### config.mk
export PLATFORM = sky130hd
export DESIGN_NAME = cache_req_arbiter
export DESIGN_NICKNAME = d
export VERILOG_FILES = /design/src/rtl/cache_ctrl_pkg.sv /design/src/rtl/cache_req_arbiter_rr.sv /design/src/rtl/cache_req_arbiter.sv
export SDC_FILE = /design/constraint.sdc
export NUM_CORES = 1
export LEC_CHECK = 0
export ABC_AREA = 1
export CAP_MARGIN = 20
export CORE_MARGIN = 3
export CORE_UTILIZATION = 45
export DETAILED_ROUTE_END_ITERATION = 8
export PLACE_DENSITY = 0.76
export SLEW_MARGIN = 20
export SYNTH_ARGS = -nofsm -noshare
export SYNTH_HDL_FRONTEND = slang
export SYNTH_SLANG_ARGS = --single-unit
### constraint.sdc
create_clock -name clk -period 5.4 [get_ports clk]
set_clock_uncertainty 0.15 [all_clocks]
set_input_delay 1.62 -clock clk [delete_from_list [all_inputs] [get_ports clk]]
set_output_delay 1.62 -clock clk [all_outputs]
set_load 0.05 [all_outputs]
### src/rtl/cache_ctrl_pkg.sv
// Shared types and helpers for the cache request front end.
// State encoding, requester-id width and the saturating-counter helper.
package cache_ctrl_pkg;

    typedef enum logic [2:0] {
        IDLE  = 3'd0,
        ISSUE = 3'd1,
        CHECK = 3'd2,
        MEM   = 3'd3,
        RESP  = 3'd4
    } state_t;

    localparam int ID_WIDTH  = 1;
    localparam int WAIT_W    = 4;
    localparam int SAT_MAX_W = 32;

    // True when a w-bit counter (w <= SAT_MAX_W) holding v may still increment.
    function automatic logic sat_can_inc(input logic [SAT_MAX_W-1:0] v, input int unsigned w);
        logic [SAT_MAX_W-1:0] lim;
        lim = (SAT_MAX_W'(1) << w) - SAT_MAX_W'(1);
        return (v != lim);
    endfunction

endpackage

### src/rtl/cache_req_arbiter_rr.sv
// Two-way round-robin grant; the pointer remembers the last served requester.
// A tie goes to the requester that was not served last.
module rr_arbiter2
    import cache_ctrl_pkg::*;
(
    input  logic                clk,
    input  logic                rst,
    input  logic [1:0]          req,
    input  logic                en,
    input  logic                upd,
    input  logic [ID_WIDTH-1:0] upd_id,
    output logic [1:0]          gnt,
    output logic [ID_WIDTH-1:0] gnt_id
);

    logic [ID_WIDTH-1:0] last_id;

    // Reset value 1 makes requester 0 win the first tie.
    always_ff @(posedge clk or posedge rst) begin
        if (rst) begin
            last_id <= '1;
        end else if (upd) begin
            last_id <= upd_id;
        end
    end

    always_comb begin
        gnt = '0;
        if (req[0] && req[1]) begin
            gnt_id = ~last_id;
        end else begin
            gnt_id = req[1];
        end
        if (en && (|req)) begin
            gnt[gnt_id] = 1'b1;
        end
    end

endmodule

### src/rtl/cache_req_arbiter.sv
// Two-requester front end for the L1/L2 cache: round-robin grant, one lookup
// at a time, modelled memory latency on a double miss, saturating statistics.
module cache_req_arbiter
    import cache_ctrl_pkg::*;
#(
    parameter int ADDR_WIDTH  = 11,
    parameter int DATA_WIDTH  = 11,
    parameter int MEM_LATENCY = 4,
    parameter int CNT_WIDTH   = 16
) (
    input  logic                  clk,
    input  logic                  rst,
    input  logic                  req0_valid,
    input  logic [ADDR_WIDTH-1:0] req0_addr,
    output logic                  req0_ready,
    output logic                  rsp0_valid,
    output logic [DATA_WIDTH-1:0] rsp0_data,
    input  logic                  req1_valid,
    input  logic [ADDR_WIDTH-1:0] req1_addr,
    output logic                  req1_ready,
    output logic                  rsp1_valid,
    output logic [DATA_WIDTH-1:0] rsp1_data,
    output logic                  cache_read,
    output logic [ADDR_WIDTH-1:0] cache_addr,
    input  logic [DATA_WIDTH-1:0] cache_read_data,
    input  logic                  cache_l1_hit,
    input  logic                  cache_l2_hit,
    output logic                  busy,
    output logic [CNT_WIDTH-1:0]  l1_hit_cnt,
    output logic [CNT_WIDTH-1:0]  l2_hit_cnt,
    output logic [CNT_WIDTH-1:0]  miss_cnt
);

    state_t                state, state_nxt;
    logic [ADDR_WIDTH-1:0] addr_q;
    logic [ID_WIDTH-1:0]   id_q;
    logic [DATA_WIDTH-1:0] data_q;
    logic [DATA_WIDTH-1:0] rsp0_data_q, rsp1_data_q;
    logic [WAIT_W-1:0]     wait_q;
    logic [1:0]            gnt;
    logic [ID_WIDTH-1:0]   gnt_id;
    logic                  accept;

    rr_arbiter2 u_rr (
        .clk    (clk),
        .rst    (rst),
        .req    ({req1_valid, req0_valid}),
        .en     ((state == IDLE) && !rst),
        .upd    (state == RESP),
        .upd_id (id_q),
        .gnt    (gnt),
        .gnt_id (gnt_id)
    );

    assign accept     = |gnt;
    assign req0_ready = gnt[0];
    assign req1_ready = gnt[1];

    always_ff @(posedge clk or posedge rst) begin
        if (rst) begin
            state <= IDLE;
        end else begin
            state <= state_nxt;
        end
    end

    always_comb begin
        state_nxt  = state;
        busy       = (state != IDLE);
        cache_read = (state == ISSUE);
        cache_addr = addr_q;
        rsp0_valid = (state == RESP) && (id_q == '0);
        rsp1_valid = (state == RESP) && (id_q != '0);
        rsp0_data  = rsp0_valid ? data_q : rsp0_data_q;
        rsp1_data  = rsp1_valid ? data_q : rsp1_data_q;
        case (state)
            IDLE:    if (accept) state_nxt = ISSUE;
            ISSUE:   state_nxt = CHECK;
            CHECK:   state_nxt = (cache_l1_hit || cache_l2_hit) ? RESP : MEM;
            MEM:     if (wait_q == '0) state_nxt = RESP;
            RESP:    state_nxt = IDLE;
            default: state_nxt = IDLE;
        endcase
    end

    always_ff @(posedge clk or posedge rst) begin
        if (rst) begin
            addr_q      <= '0;
            id_q        <= '0;
            data_q      <= '0;
            wait_q      <= '0;
            rsp0_data_q <= '0;
            rsp1_data_q <= '0;
            l1_hit_cnt  <= '0;
            l2_hit_cnt  <= '0;
            miss_cnt    <= '0;
        end else begin
            if (accept) begin
                addr_q <= (gnt_id != '0) ? req1_addr : req0_addr;
                id_q   <= gnt_id;
            end
            // Both flags high counts as an L1 hit; on a miss the data bus carries the fill.
            if (state == CHECK) begin
                data_q <= cache_read_data;
                if (cache_l1_hit) begin
                    if (sat_can_inc(SAT_MAX_W'(l1_hit_cnt), CNT_WIDTH))
                        l1_hit_cnt <= l1_hit_cnt + CNT_WIDTH'(1);
                end else if (cache_l2_hit) begin
                    if (sat_can_inc(SAT_MAX_W'(l2_hit_cnt), CNT_WIDTH))
                        l2_hit_cnt <= l2_hit_cnt + CNT_WIDTH'(1);
                end else begin
                    if (sat_can_inc(SAT_MAX_W'(miss_cnt), CNT_WIDTH))
                        miss_cnt <= miss_cnt + CNT_WIDTH'(1);
                    wait_q <= WAIT_W'(MEM_LATENCY - 1);
                end
            end
            if (state == MEM && wait_q != '0) begin
                wait_q <= wait_q - WAIT_W'(1);
            end
            if (state == RESP) begin
                if (id_q == '0) rsp0_data_q <= data_q;
                else            rsp1_data_q <= data_q;
            end
        end
    end

endmodule

==> metrics.md <==
| Metric | Value |
|---|---|
| Hold violation total from the final report | `0` |
| First-pass GRT wire length | `21600 microns` |
| Hold-critical path depth | `2` |
| Crit path top cell by count | `nor2_1` |
| Clock tree buffer depth | `2` |
| Slowest stage delay, CP | `0.52 ns` |
| Max-Slew Margin vs Limit | `38.7%` |
| Post-CTS Repair Setup Buffers | `0` |
| P_leak | `3.11 nW` |
| # rows | `38` |
| Clk sink count | `101` |
| Via count | `4593` |
| Final WS setup | `0.786 ns` |
| CORE AREA | `0.0110 sq mm` |
| Maximum clock rate | `0.217 GHz` |
| Root Driver | `clkbuf_16` |
| Final wirelength | `12600 microns` |
| Largest family of logic cells by synthesized area | `simple AND/OR/NAND/NOR gates` |
| HP Start | `data_q[7]` |
| Layout area overhead | `34.0%` |
| Slowest library cell on the worst path | `clkdlybuf4s50_1` |
| Vias in the first global route | `4562` |
| Total power | `3.44 mW` |
| Post-synthesis mux area share | `4.82%` |
| Min Clock Period, post-route | `4.61 ns` |
| Max Cap Viol | `0` |
| First-pass DRT Iterations | `4` |
| Htree depth | `3` |
| Post-synth top area cell | `dfrtp_1` |
| Chip Width | `113 microns` |
| Mapped Cells | `653` |
| Sequential fraction of the synthesis area | `49.2%` |
| Data arrival, critical path | `2.84 ns` |
| Die area | `0.0127 sq mm` |
| Cts hold-fix bufs | `0` |
| Worst-path clk slew | `0.07 ns` |
| Die height | `113 microns` |
| Slew @ Worst Pin | `0.919 ns` |
| Worst path bufs/invs | `2` |
| Post-CTS Resized | `0` |
| Synth Area in Compound Gates | `3.70%` |
| Final Max Tran Viols | `0` |
| Final TNS setup | `0 ns` |
| Simple-Gate Fraction of Synth Area | `32.9%` |
| # diodes | `0` |
| Critical path required time | `3.63 ns` |
| Pwr dens | `500 mW/mm^2` |
| CTS tree | `built` |
| Final period utilization | `85.4%` |
| Outcome | `completed` |
| CP Capture Type | `output port` |
| Routed length per placed instance | `13.6 microns` |
| Residual overflow from global routing | `0` |
| R2R Path Start | `state[2]` |
| CTS Buf Count | `9` |
| Final #Nets | `826` |
| Post-route ant nets | `0` |
| Unrepaired setup endpoints after global routing | `no` |
| Worst Setup Path Type | `input port to output port` |
| Yosys top cell area share | `48.7%` |
| Routability Congestion | `0.845` |
| Num ports | `126` |
| R2r setup slk | `3.07 ns` |
| Critical Path Fanout Max | `3` |
| Share of layout cells above drive strength 1 | `9.14%` |
| Synth top area cells | `dfrtp_1 49%, nand2_1 22%, mux2_2 4.8%` |
| Worst VDD drop | `0.364 mV` |
| Synthesized-area fraction occupied by adder cells | `0.974%` |
| Cell family with most CP delay | `buffers and inverters` |
| # setup viols final | `0` |
| CP startpoint | `req1_valid` |
| Hold Path End | `data_q[7]` |
| Largest net degree at the start of global routing | `75` |
| Synth Cell Area | `0.00514 sq mm` |
| Ys Warns | `0` |
| Fillers | `940` |
| Initial Util | `46.8%` |
| Reg-to-Reg End | `l1_hit_cnt[14]` |
| Post-route cell area | `0.00689 sq mm` |
| Cell count along the critical path | `6` |
| FF-to-FF path depth | `9` |
| Vias per cell | `4.95` |
| Synth Area in XOR/XNOR | `3.58%` |
| I/O Buffers | `125` |
| Clk Latency, worst-skew pair | `0.33 ns` |
| DRT iter0 DRCs | `263` |
| CP cell instances | `clkdlybuf4s50_1, nor2_1, nor2_1, nand2_1, nor2_1, buf_12` |
| CP Launch Type | `input port` |
| Syn_nets | `696` |
| Average size of a mapped cell | `7.87 sq um` |
| Synth cell types | `30` |
| Placed cell areas | `0.00656 sq mm` |
| Place WS | `0.803 ns` |
| Seq cells post-synth | `101` |
| Fin util | `62.7%` |
| Antenna violations before repair | `0` |
| Gr usage total | `20.5%` |
| Worst Hold Class | `flip-flop to flip-flop` |
| DR DRC count | `0` |
| DP HPWL | `9220 microns` |
==> synthesized netlist by cell type <==
| library cell | instances |
|---|---|
| a21oi_1 | 2 |
| a21oi_2 | 1 |
| buf_2 | 5 |
| buf_4 | 3 |
| buf_6 | 2 |
| clkbuf_1 | 3 |
| dfrtp_1 | 100 |
| dfstp_2 | 1 |
| ha_1 | 4 |
| inv_1 | 39 |
| inv_2 | 4 |
| inv_4 | 1 |
| mux2_2 | 22 |
| nand2_1 | 298 |
| nand2_2 | 3 |
| nand2_4 | 1 |
| nand3_1 | 26 |
| nand4_1 | 14 |
| nor2_1 | 61 |
| nor2_2 | 5 |
| nor2_4 | 4 |
| nor3_1 | 1 |
| nor3b_1 | 1 |
| o21ai_0 | 26 |
| o21ai_2 | 2 |
| o21ai_4 | 1 |
| o31ai_1 | 1 |
| or2_2 | 1 |
| xnor2_1 | 16 |
| xor2_1 | 5 |
==> per-stage QoR <==
step	cells	hold WS, ns
finish	928	0.340
global route	928	0.365
CTS	928	0.344
detailed placement	912	0.328
global placement	912	0.319
floorplan	653	0.303
==> final cells by class <==
class / instances / area, sq um / area share [%]
clock buffers: 10 / 239 / 3.47
clock inverters: 6 / 86.3 / 1.25
inverters: 44 / 170 / 2.47
multi-input cells: 495 / 2360 / 34.3
flip-flops and latches: 101 / 2530 / 36.7
well taps: 140 / 175 / 2.54
repair buffers: 132 / 1320 / 19.2
==> worst reg2reg max path, delay by kind of cell, from the launching register on <==
kind | cells | cell delay (ns)
buf+inv | 3 | 0.54
flops | 1 | 0.41
compound gates | 1 | 0.21
simple gates | 5 | 0.97
==> sequential cells by signal (all words and copies together) (netlist names) <==
| register | flops |
|---|---|
| cache_addr | 11 |
| data_q | 11 |
| id_q | 1 |
| l1_hit_cnt | 16 |
| l2_hit_cnt | 16 |
| miss_cnt | 16 |
| rsp0_data_q | 11 |
| rsp1_data_q | 11 |
| state | 3 |
| u_rr.last_id | 1 |
| wait_q | 4 |
==> worst max-delay path by stage <==
| stage | endpoint |
|---|---|
| final | req1_ready |
| after global routing | req1_ready |
| after CTS | req1_ready |
| after detailed placement | req1_ready |
| after global placement | req1_ready |
| after floorplan | cache_addr[0] |
==> report_power, final <==
group	internal, mW	switching, mW	total [mW]	leakage [nW]
Combinational	0.542	1.07	1.62	1.65
Clock	0.418	0.275	0.693	0.158
Sequential	0.983	0.153	1.14	1.30
Total	1.94	1.50	3.44	3.11
==> layout by cell type (no fill, tap or decap), types with 3 or more instances in the layout <==
cell / netlist / layout
xnor2_1: 16 / 16
ha_1: 4 / 4
nand3_1: 26 / 26
nor2_2: 5 / 5
inv_1: 39 / 38
clkdlybuf4s50_1: 0 / 123
nor2_1: 61 / 61
nand2_1: 298 / 298
dfrtp_1: 100 / 100
clkbuf_16: 0 / 9
mux2_2: 22 / 22
nor2_4: 4 / 4
inv_2: 4 / 4
buf_4: 3 / 7
o21ai_0: 26 / 26
nand2_2: 3 / 3
xor2_1: 5 / 5
nand4_1: 14 / 14
==> per-layer routing <==
metal	wire length (microns)	vias up	GRT usage (%)
li1	-	2302	-
met1	5320	2174	25.3
met2	6550	101	36.5
met3	530	16	4.22
met4	191	0	5.53
met5	0	-	0
==> logic make-up (layout without fill, tap and decap cells) <==
logic type / count (synthesis) / count (layout)
AO/OA/AOI/OAI: 33 / 33
XOR/XNOR: 21 / 21
adder cells (fa/ha/maj): 4 / 4
buffers and inverters: 57 / 192
flip-flops: 101 / 101
multiplexers: 22 / 22
AND/OR/NAND/NOR: 415 / 415
Power figures use the tool's default switching activity.
